==> src/rtl/event_unit_sleep_ctrl_pkg.sv <==
// Shared types and constants for the per-core wait-for-event sleep controller.
package event_unit_ctrl_pkg;

   typedef enum logic [2:0] {
      IDLE  = 3'd0,
      DRAIN = 3'd1,
      SLEEP = 3'd2,
      WAKE  = 3'd3,
      RESP  = 3'd4
   } sleep_state_e;

   localparam int EVNT_STATUS_W   = 32;
   localparam int DEF_SLEEP_DELAY = 2;
   localparam int DEF_WAKE_DELAY  = 2;

   function automatic int max_int(input int a, input int b);
      return (a > b) ? a : b;
   endfunction

endpackage

==> src/rtl/event_unit_sleep_ctrl_if.sv <==
// Core-side wait handshake plus event buffer/mask side signals of one sleep controller.
// slave: the controller; master: the core / event unit environment.
interface event_unit_sleep_ctrl_if;
   import event_unit_ctrl_pkg::*;

   logic                     sleep_req_i;
   logic                     clear_on_wake_i;
   logic                     req_ready_o;
   logic                     core_busy_i;
   logic                     event_detect_i;
   logic [EVNT_STATUS_W-1:0] event_status_i;
   logic                     rd_valid_o;
   logic [EVNT_STATUS_W-1:0] rd_data_o;
   logic [EVNT_STATUS_W-1:0] evnt_buffer_clear_o;
   logic                     core_clock_en_o;

   modport slave (
      input  sleep_req_i,
      input  clear_on_wake_i,
      input  core_busy_i,
      input  event_detect_i,
      input  event_status_i,
      output req_ready_o,
      output rd_valid_o,
      output rd_data_o,
      output evnt_buffer_clear_o,
      output core_clock_en_o
   );

   modport master (
      output sleep_req_i,
      output clear_on_wake_i,
      output core_busy_i,
      output event_detect_i,
      output event_status_i,
      input  req_ready_o,
      input  rd_valid_o,
      input  rd_data_o,
      input  evnt_buffer_clear_o,
      input  core_clock_en_o
   );

endinterface

==> src/rtl/event_unit_delay_cnt.sv <==
// Clearable saturating delay counter with terminal-count compare.
// Shared by the drain (idle-cycle) and wake (clock-run) phases of the sleep FSM.
module event_unit_delay_cnt #(
   parameter int CNT_W = 2
) (
   input  logic             clk_i,
   input  logic             rst_ni,
   input  logic             clr_i,
   input  logic             inc_i,
   input  logic [CNT_W-1:0] term_i,
   output logic             tc_o
);

   logic [CNT_W-1:0] cnt_q;
   logic [CNT_W-1:0] cnt_d;

   // Clear wins over increment; increment stops at all-ones so the count never wraps.
   always_comb begin
      cnt_d = cnt_q;
      if (clr_i) begin
         cnt_d = '0;
      end else if (inc_i && (cnt_q != {CNT_W{1'b1}})) begin
         cnt_d = cnt_q + CNT_W'(1);
      end
   end

   // Count register.
   always_ff @(posedge clk_i or negedge rst_ni) begin
      if (!rst_ni) begin
         cnt_q <= '0;
      end else begin
         cnt_q <= cnt_d;
      end
   end

   assign tc_o = (cnt_q == term_i);

endmodule

==> src/rtl/event_unit_sleep_ctrl.sv <==
// Per-core wait-for-event controller: holds a wait read until an event is pending,
// gates the core clock while waiting, and returns the masked event status on wake.
module event_unit_sleep_ctrl
   import event_unit_ctrl_pkg::*;
#(
   parameter int SLEEP_DELAY = DEF_SLEEP_DELAY,
   parameter int WAKE_DELAY  = DEF_WAKE_DELAY
) (
   input  logic                  clk_i,
   input  logic                  rst_ni,
   event_unit_sleep_ctrl_if.slave bus
);

   localparam int CNT_W = $clog2(max_int(SLEEP_DELAY, WAKE_DELAY) + 1);
   localparam logic [CNT_W-1:0] SLEEP_TERM = CNT_W'(SLEEP_DELAY - 1);
   localparam logic [CNT_W-1:0] WAKE_TERM  = CNT_W'(WAKE_DELAY - 1);

   sleep_state_e             state_q, state_d;
   logic                     clr_flag_q, clr_flag_d;
   logic                     rd_valid_q, rd_valid_d;
   logic [EVNT_STATUS_W-1:0] rd_data_q, rd_data_d;
   logic [EVNT_STATUS_W-1:0] clear_q, clear_d;
   logic                     clk_en_q, clk_en_d;

   logic             cnt_clr;
   logic             cnt_inc;
   logic [CNT_W-1:0] cnt_term;
   logic             cnt_tc;

   event_unit_delay_cnt #(
      .CNT_W (CNT_W)
   ) u_delay_cnt (
      .clk_i  (clk_i),
      .rst_ni (rst_ni),
      .clr_i  (cnt_clr),
      .inc_i  (cnt_inc),
      .term_i (cnt_term),
      .tc_o   (cnt_tc)
   );

   // Next-state logic and counter control; any state change restarts the counter.
   always_comb begin
      state_d    = state_q;
      clr_flag_d = clr_flag_q;
      cnt_clr    = 1'b0;
      cnt_inc    = 1'b0;
      cnt_term   = '0;

      case (state_q)
         IDLE: begin
            if (bus.sleep_req_i) begin
               clr_flag_d = bus.clear_on_wake_i;
               state_d    = bus.event_detect_i ? RESP : DRAIN;
            end
         end
         DRAIN: begin
            cnt_term = SLEEP_TERM;
            // A pending event aborts the drain before any gating decision.
            if (bus.event_detect_i) begin
               state_d = RESP;
            end else if (bus.core_busy_i) begin
               cnt_clr = 1'b1;
            end else if (cnt_tc) begin
               state_d = SLEEP;
            end else begin
               cnt_inc = 1'b1;
            end
         end
         SLEEP: begin
            if (bus.event_detect_i) begin
               state_d = WAKE;
            end
         end
         WAKE: begin
            // Event dropping here does not abort; the wake always completes.
            cnt_term = WAKE_TERM;
            if (cnt_tc) begin
               state_d = RESP;
            end else begin
               cnt_inc = 1'b1;
            end
         end
         RESP: begin
            state_d = IDLE;
         end
         default: begin
            state_d = IDLE;
         end
      endcase

      if (state_d != state_q) begin
         cnt_clr = 1'b1;
      end
   end

   // Registered outputs: status is captured on RESP entry; the clock gate closes
   // one cycle after SLEEP entry and reopens on the wake transition.
   always_comb begin
      rd_valid_d = (state_d == RESP);
      rd_data_d  = rd_data_q;
      clear_d    = '0;
      clk_en_d   = !((state_q == SLEEP) && (state_d == SLEEP));
      if (state_d == RESP) begin
         rd_data_d = bus.event_status_i;
         if (clr_flag_d) begin
            clear_d = bus.event_status_i;
         end
      end
   end

   // State and output registers with asynchronous reset.
   always_ff @(posedge clk_i or negedge rst_ni) begin
      if (!rst_ni) begin
         state_q    <= IDLE;
         clr_flag_q <= 1'b0;
         rd_valid_q <= 1'b0;
         rd_data_q  <= '0;
         clear_q    <= '0;
         clk_en_q   <= 1'b1;
      end else begin
         state_q    <= state_d;
         clr_flag_q <= clr_flag_d;
         rd_valid_q <= rd_valid_d;
         rd_data_q  <= rd_data_d;
         clear_q    <= clear_d;
         clk_en_q   <= clk_en_d;
      end
   end

   assign bus.req_ready_o         = (state_q == IDLE);
   assign bus.rd_valid_o          = rd_valid_q;
   assign bus.rd_data_o           = rd_data_q;
   assign bus.evnt_buffer_clear_o = clear_q;
   assign bus.core_clock_en_o     = clk_en_q;

endmodule

==> src/flat_wrapper.sv <==
// flat-port wrapper written by rule: the top's interface ports become plain ports
module event_unit_sleep_ctrl_flat import event_unit_ctrl_pkg::*;
#(
   parameter int SLEEP_DELAY = DEF_SLEEP_DELAY,
   parameter int WAKE_DELAY  = DEF_WAKE_DELAY
)
  (clk_i, rst_ni, bus_sleep_req_i, bus_clear_on_wake_i, bus_core_busy_i, bus_event_detect_i, bus_event_status_i, bus_req_ready_o, bus_rd_valid_o, bus_rd_data_o, bus_evnt_buffer_clear_o, bus_core_clock_en_o);
  event_unit_sleep_ctrl_if bus_i ();
  input  logic clk_i;
  input  logic rst_ni;
  input wire logic [$bits(bus_i.sleep_req_i)-1:0] bus_sleep_req_i;
  input wire logic [$bits(bus_i.clear_on_wake_i)-1:0] bus_clear_on_wake_i;
  input wire logic [$bits(bus_i.core_busy_i)-1:0] bus_core_busy_i;
  input wire logic [$bits(bus_i.event_detect_i)-1:0] bus_event_detect_i;
  input wire logic [$bits(bus_i.event_status_i)-1:0] bus_event_status_i;
  output wire logic [$bits(bus_i.req_ready_o)-1:0] bus_req_ready_o;
  output wire logic [$bits(bus_i.rd_valid_o)-1:0] bus_rd_valid_o;
  output wire logic [$bits(bus_i.rd_data_o)-1:0] bus_rd_data_o;
  output wire logic [$bits(bus_i.evnt_buffer_clear_o)-1:0] bus_evnt_buffer_clear_o;
  output wire logic [$bits(bus_i.core_clock_en_o)-1:0] bus_core_clock_en_o;
  assign bus_i.sleep_req_i = bus_sleep_req_i;
  assign bus_i.clear_on_wake_i = bus_clear_on_wake_i;
  assign bus_i.core_busy_i = bus_core_busy_i;
  assign bus_i.event_detect_i = bus_event_detect_i;
  assign bus_i.event_status_i = bus_event_status_i;
  assign bus_req_ready_o = bus_i.req_ready_o;
  assign bus_rd_valid_o = bus_i.rd_valid_o;
  assign bus_rd_data_o = bus_i.rd_data_o;
  assign bus_evnt_buffer_clear_o = bus_i.evnt_buffer_clear_o;
  assign bus_core_clock_en_o = bus_i.core_clock_en_o;
  event_unit_sleep_ctrl #(.SLEEP_DELAY(SLEEP_DELAY), .WAKE_DELAY(WAKE_DELAY)) u_core (.clk_i(clk_i), .rst_ni(rst_ni), .bus(bus_i));
endmodule
==> config.mk <==
export PLATFORM = sky130hd
export DESIGN_NAME = event_unit_sleep_ctrl_flat
export DESIGN_NICKNAME = d
export VERILOG_FILES = /design/src/rtl/event_unit_sleep_ctrl_pkg.sv /design/src/rtl/event_unit_sleep_ctrl_if.sv /design/src/rtl/event_unit_delay_cnt.sv /design/src/rtl/event_unit_sleep_ctrl.sv /design/src/flat_wrapper.sv
export SDC_FILE = /design/constraint.sdc
export NUM_CORES = 1
export LEC_CHECK = 0
export ABC_AREA = 1
export BUFFER_PORTS_ARGS = -buffer_cell sky130_fd_sc_hd__buf_2
export CAP_MARGIN = 20
export CORE_MARGIN = 2
export CORE_UTILIZATION = 44
export CTS_CLUSTER_DIAMETER = 40
export DETAILED_ROUTE_END_ITERATION = 16
export GPL_TIMING_DRIVEN = 0
export PLACE_DENSITY = 0.79
export SETUP_SLACK_MARGIN = 0.15
export SLEW_MARGIN = 20
export SYNTH_ARGS = -nofsm -noshare
export SYNTH_HDL_FRONTEND = slang
export SYNTH_SLANG_ARGS = --single-unit
==> constraint.sdc <==
create_clock -name clk_i -period 1.7 [get_ports clk_i]
set_clock_uncertainty 0.2 [all_clocks]
set_input_delay 0.255 -clock clk_i [delete_from_list [all_inputs] [get_ports clk_i]]
set_output_delay 0.255 -clock clk_i [all_outputs]
set_load 0.05 [all_outputs]
==> metrics.txt <==
TritonCTS clock tree=yes; largest area contributor in the netlist=sky130_fd_sc_hd__dfrtp_1; async set-reset flop share out of synthesis=100.0%; first-pass detailed-route iteration total=4; average via count per standard cell=4.805; Worst slew margin=between 70% and 80%; Worst Path Arrival=~1.2 ns; number of antenna violations at the first check in global routing=0; number of synthesized flops with an enable pin=0; area of the die=approximately 7100 sq um; Fmax=595.1 MHz; endpoints failing setup=0; count of routing violations after the opening detailed-route iteration=~120; via count=between 2,000 and 2,500; Critical Path Fanout Max=5; netlist area before placement=~2800 sq um; final hold violation count=0; clock latency reported for the late side of the worst-skew pair=0.34 ns; Core Area=roughly 6300 sq um; commonest register cell after synthesis=sky130_fd_sc_hd__dfrtp_1; count of clock tree sinks=72; maximum number of pins on one net before global-route repair=41; worst setup path category=flop to primary output; CTS Buf Count=9; maximum capacitance violations=0; floorplan die height=about 84 um; synthesized instance count=~270; CTS Root Cell=sky130_fd_sc_hd__clkbuf_8; leakage power of the design=between 2 and 2.5 nW; total number of placement rows=29; fraction of layout cells with a size suffix above 1=43.91%; clock tree buffer depth=2; slowest cell delay on critical path=0.48 ns; most common cell after layout, fill and taps aside=sky130_fd_sc_hd__buf_2; min-delay worst type=input port to flop; worst path bufs/invs=1; Wirelength per Cell=roughly 14 um; cell type of the slowest stage on the worst timing path=sky130_fd_sc_hd__dfrtp_2; Port Buf Inserts=around 100; clock transition time at the flip-flop clock pins of the worst setup and hold paths=about 0.070 ns; Worst IR Drop VDD=between 1 and 1.5 mV; main area contributors after synthesis=sky130_fd_sc_hd__dfrtp_1 (63%), sky130_fd_sc_hd__nand2_1 (9.4%), sky130_fd_sc_hd__nand3_1 (6.5%); Synth Area in Simple Gates=between 20% and 30%; overall fraction of global-route tracks in use=between 20% and 30%; register bit total from synthesis=72; hpwl dp=~4600 um; final net count=about 470; required arrival time at the worst endpoint=1.24 ns; Final TNS setup=0 ns; result of the run=complete, no violations; element type at the critical path end=primary output; post-layout util=between 60% and 70%; multiplexer share of the synthesized area=0%; number of I/O pins=between 100 and 150; weighted congestion reported at the end of routability-driven placement=between 0.7 and 0.8; part of the Yosys area used for sequential elements=around 64%; Netlist cell types=23; Setup crit start kind=flop; P&R area growth vs syn=47.82%; ordered list of cells on the worst path=nor3_4 -> buf_6; final critical-path share of the clock period=98.84%; Antenna Cells=0; Post-Syn Nets=312; Post-Synth Adder-Cell Area=less than 1%; effective utilization at floorplan=45.19%; Die Wd=about 84 um; CP delay by family, top=flip-flops; slew at the pin closest to its max-slew limit=0.4479 ns; dominant combinational cell family by area after synthesis=simple AND/OR/NAND/NOR gates; first-pass GRT wire length=between 10,000 and 15,000 um; final antenna-violating net count=0; H-tree levels=3; total routed wirelength=just over 7000 um; XOR/XNOR Fraction of Synth Area=less than 1%; setup repair after global routing missed its margin=yes; max-slew violations=0; Final Critical Period=about 1.7 ns; DRC violation count after routing=0; filler cell count=between 500 and 600; total overflow reported by the global router=0; Synth Area in Compound Gates=1.015%; via count of the first global-routing pass=approximately 2,500; yosys warns=0; power density over the cells=around 2000 nW/um^2; Post-Syn Area per Cell=between 10 and 15 sq um; area share of the largest cell type after synthesis=around 63%; leading cell types in the layout, fill and taps excluded=sky130_fd_sc_hd__buf_2 (103), sky130_fd_sc_hd__dfrtp_1 (67), sky130_fd_sc_hd__nand2_1 (64)
## registers in the layout (all words and copies together), names as in the netlist
signal,cells
u_core.bus.core_clock_en_o,1
u_core.bus.evnt_buffer_clear_o,32
u_core.bus.rd_data_o,32
u_core.bus.rd_valid_o,1
u_core.clr_flag_q,1
u_core.state_q,3
u_core.u_delay_cnt.cnt_q,2
## tightest hold or removal path: cells and delay by family
family / cells / cell delay (ns)
buffers and inverters: 1 / 0.11
AND/OR/NAND/NOR: 1 / 0.11
AO/OA/AOI/OAI: 1 / 0.09
## per-stage QoR
stage	cell area, sq um	power [W]	hold WS [ns]	setup WS [ns]	instances
global placement	3468	0.006604	0.2727	-0.2973	454
detailed placement	3491	0.006704	0.03434	-0.1444	455
finish	4193	0.008438	0.07167	0.01968	512
global route	4193	0.008902	0.06694	-0.06282	512
CTS	4145	0.008387	0.05839	0.04024	511
floorplan	2851	0.005693	-0.2406	0.06872	273
## area by class of cell
| cell class | instances | area, sq um | area share [%] |
|---|---|---|---|
| multi-input cells | 176 | 968.4 | 23.10 |
| plain buffers | 12 | 120.1 | 2.865 |
| inverters | 13 | 51.30 | 1.224 |
| repair buffers | 146 | 942.2 | 22.47 |
| clock inverters | 5 | 55.05 | 1.313 |
| well taps | 77 | 96.34 | 2.298 |
| clock buffers | 11 | 151.4 | 3.611 |
| flip-flops and latches | 72 | 1808 | 43.12 |
## path summary, 6_finish.rpt
kind / to / start / cells past startpoint / slack [ns]
min in group asynchronous: u_core.state_q[1] / rst_ni / 2 / 0.20
worst min register to register: u_core.bus.rd_data_o[22] / u_core.bus.rd_data_o[22] / 2 / 0.31
worst min-delay path: u_core.bus.evnt_buffer_clear_o[0] / bus_clear_on_wake_i / 3 / 0.07
worst max-delay path: bus_req_ready_o / u_core.state_q[0] / 2 / 0.02
worst max register to register: u_core.bus.evnt_buffer_clear_o[29] / u_core.state_q[0] / 9 / 0.03
max in group asynchronous: u_core.bus.core_clock_en_o / rst_ni / 3 / 0.50
## Yosys cell counts (2+ instances only)
master,count
sky130_fd_sc_hd__buf_2,6
sky130_fd_sc_hd__buf_6,2
sky130_fd_sc_hd__clkbuf_1,3
sky130_fd_sc_hd__dfrtp_1,71
sky130_fd_sc_hd__inv_1,12
sky130_fd_sc_hd__nand2_1,71
sky130_fd_sc_hd__nand2_2,2
sky130_fd_sc_hd__nand2_4,12
sky130_fd_sc_hd__nand3_1,37
sky130_fd_sc_hd__nand4_1,4
sky130_fd_sc_hd__nor2_1,30
sky130_fd_sc_hd__nor2_2,10
sky130_fd_sc_hd__nor3_1,2
sky130_fd_sc_hd__o211ai_1,2
## report_power, final
part | switching (W) | internal (W) | total (W)
combinational | 0.00325 | 0.00120 | 0.00445
sequential | 0.000326 | 0.00228 | 0.00260
clock | 0.000632 | 0.000752 | 0.00138
total | 0.00420 | 0.00423 | 0.00844
## cell families (layout without fill, tap and decap cells)
kind of cell    Yosys count  in the layout
simple gates            170            170
xor+xnor                  1              1
flops                    72             72
buf+inv                  25            187
compound gates            4              4
fa+ha+maj                 1              1
## routing by layer
layer	global-route usage (%)	vias up	wire [um]
li1	-	1174	-
met2	33.91	99	3546
met1	25.39	1168	2980
met5	0	-	0
met4	9.238	0	197
met3	6.785	19	501
## repair_timing
item,in CTS,in global routing
hold buffers,33,0
hold endpoints to repair,96,0
buffers inserted,7,1
endpoints found under the setup margin,71,71
pin swaps,3,5
gates resized for setup,22,17
No activity file was read; power rests on OpenSTA's default activity.
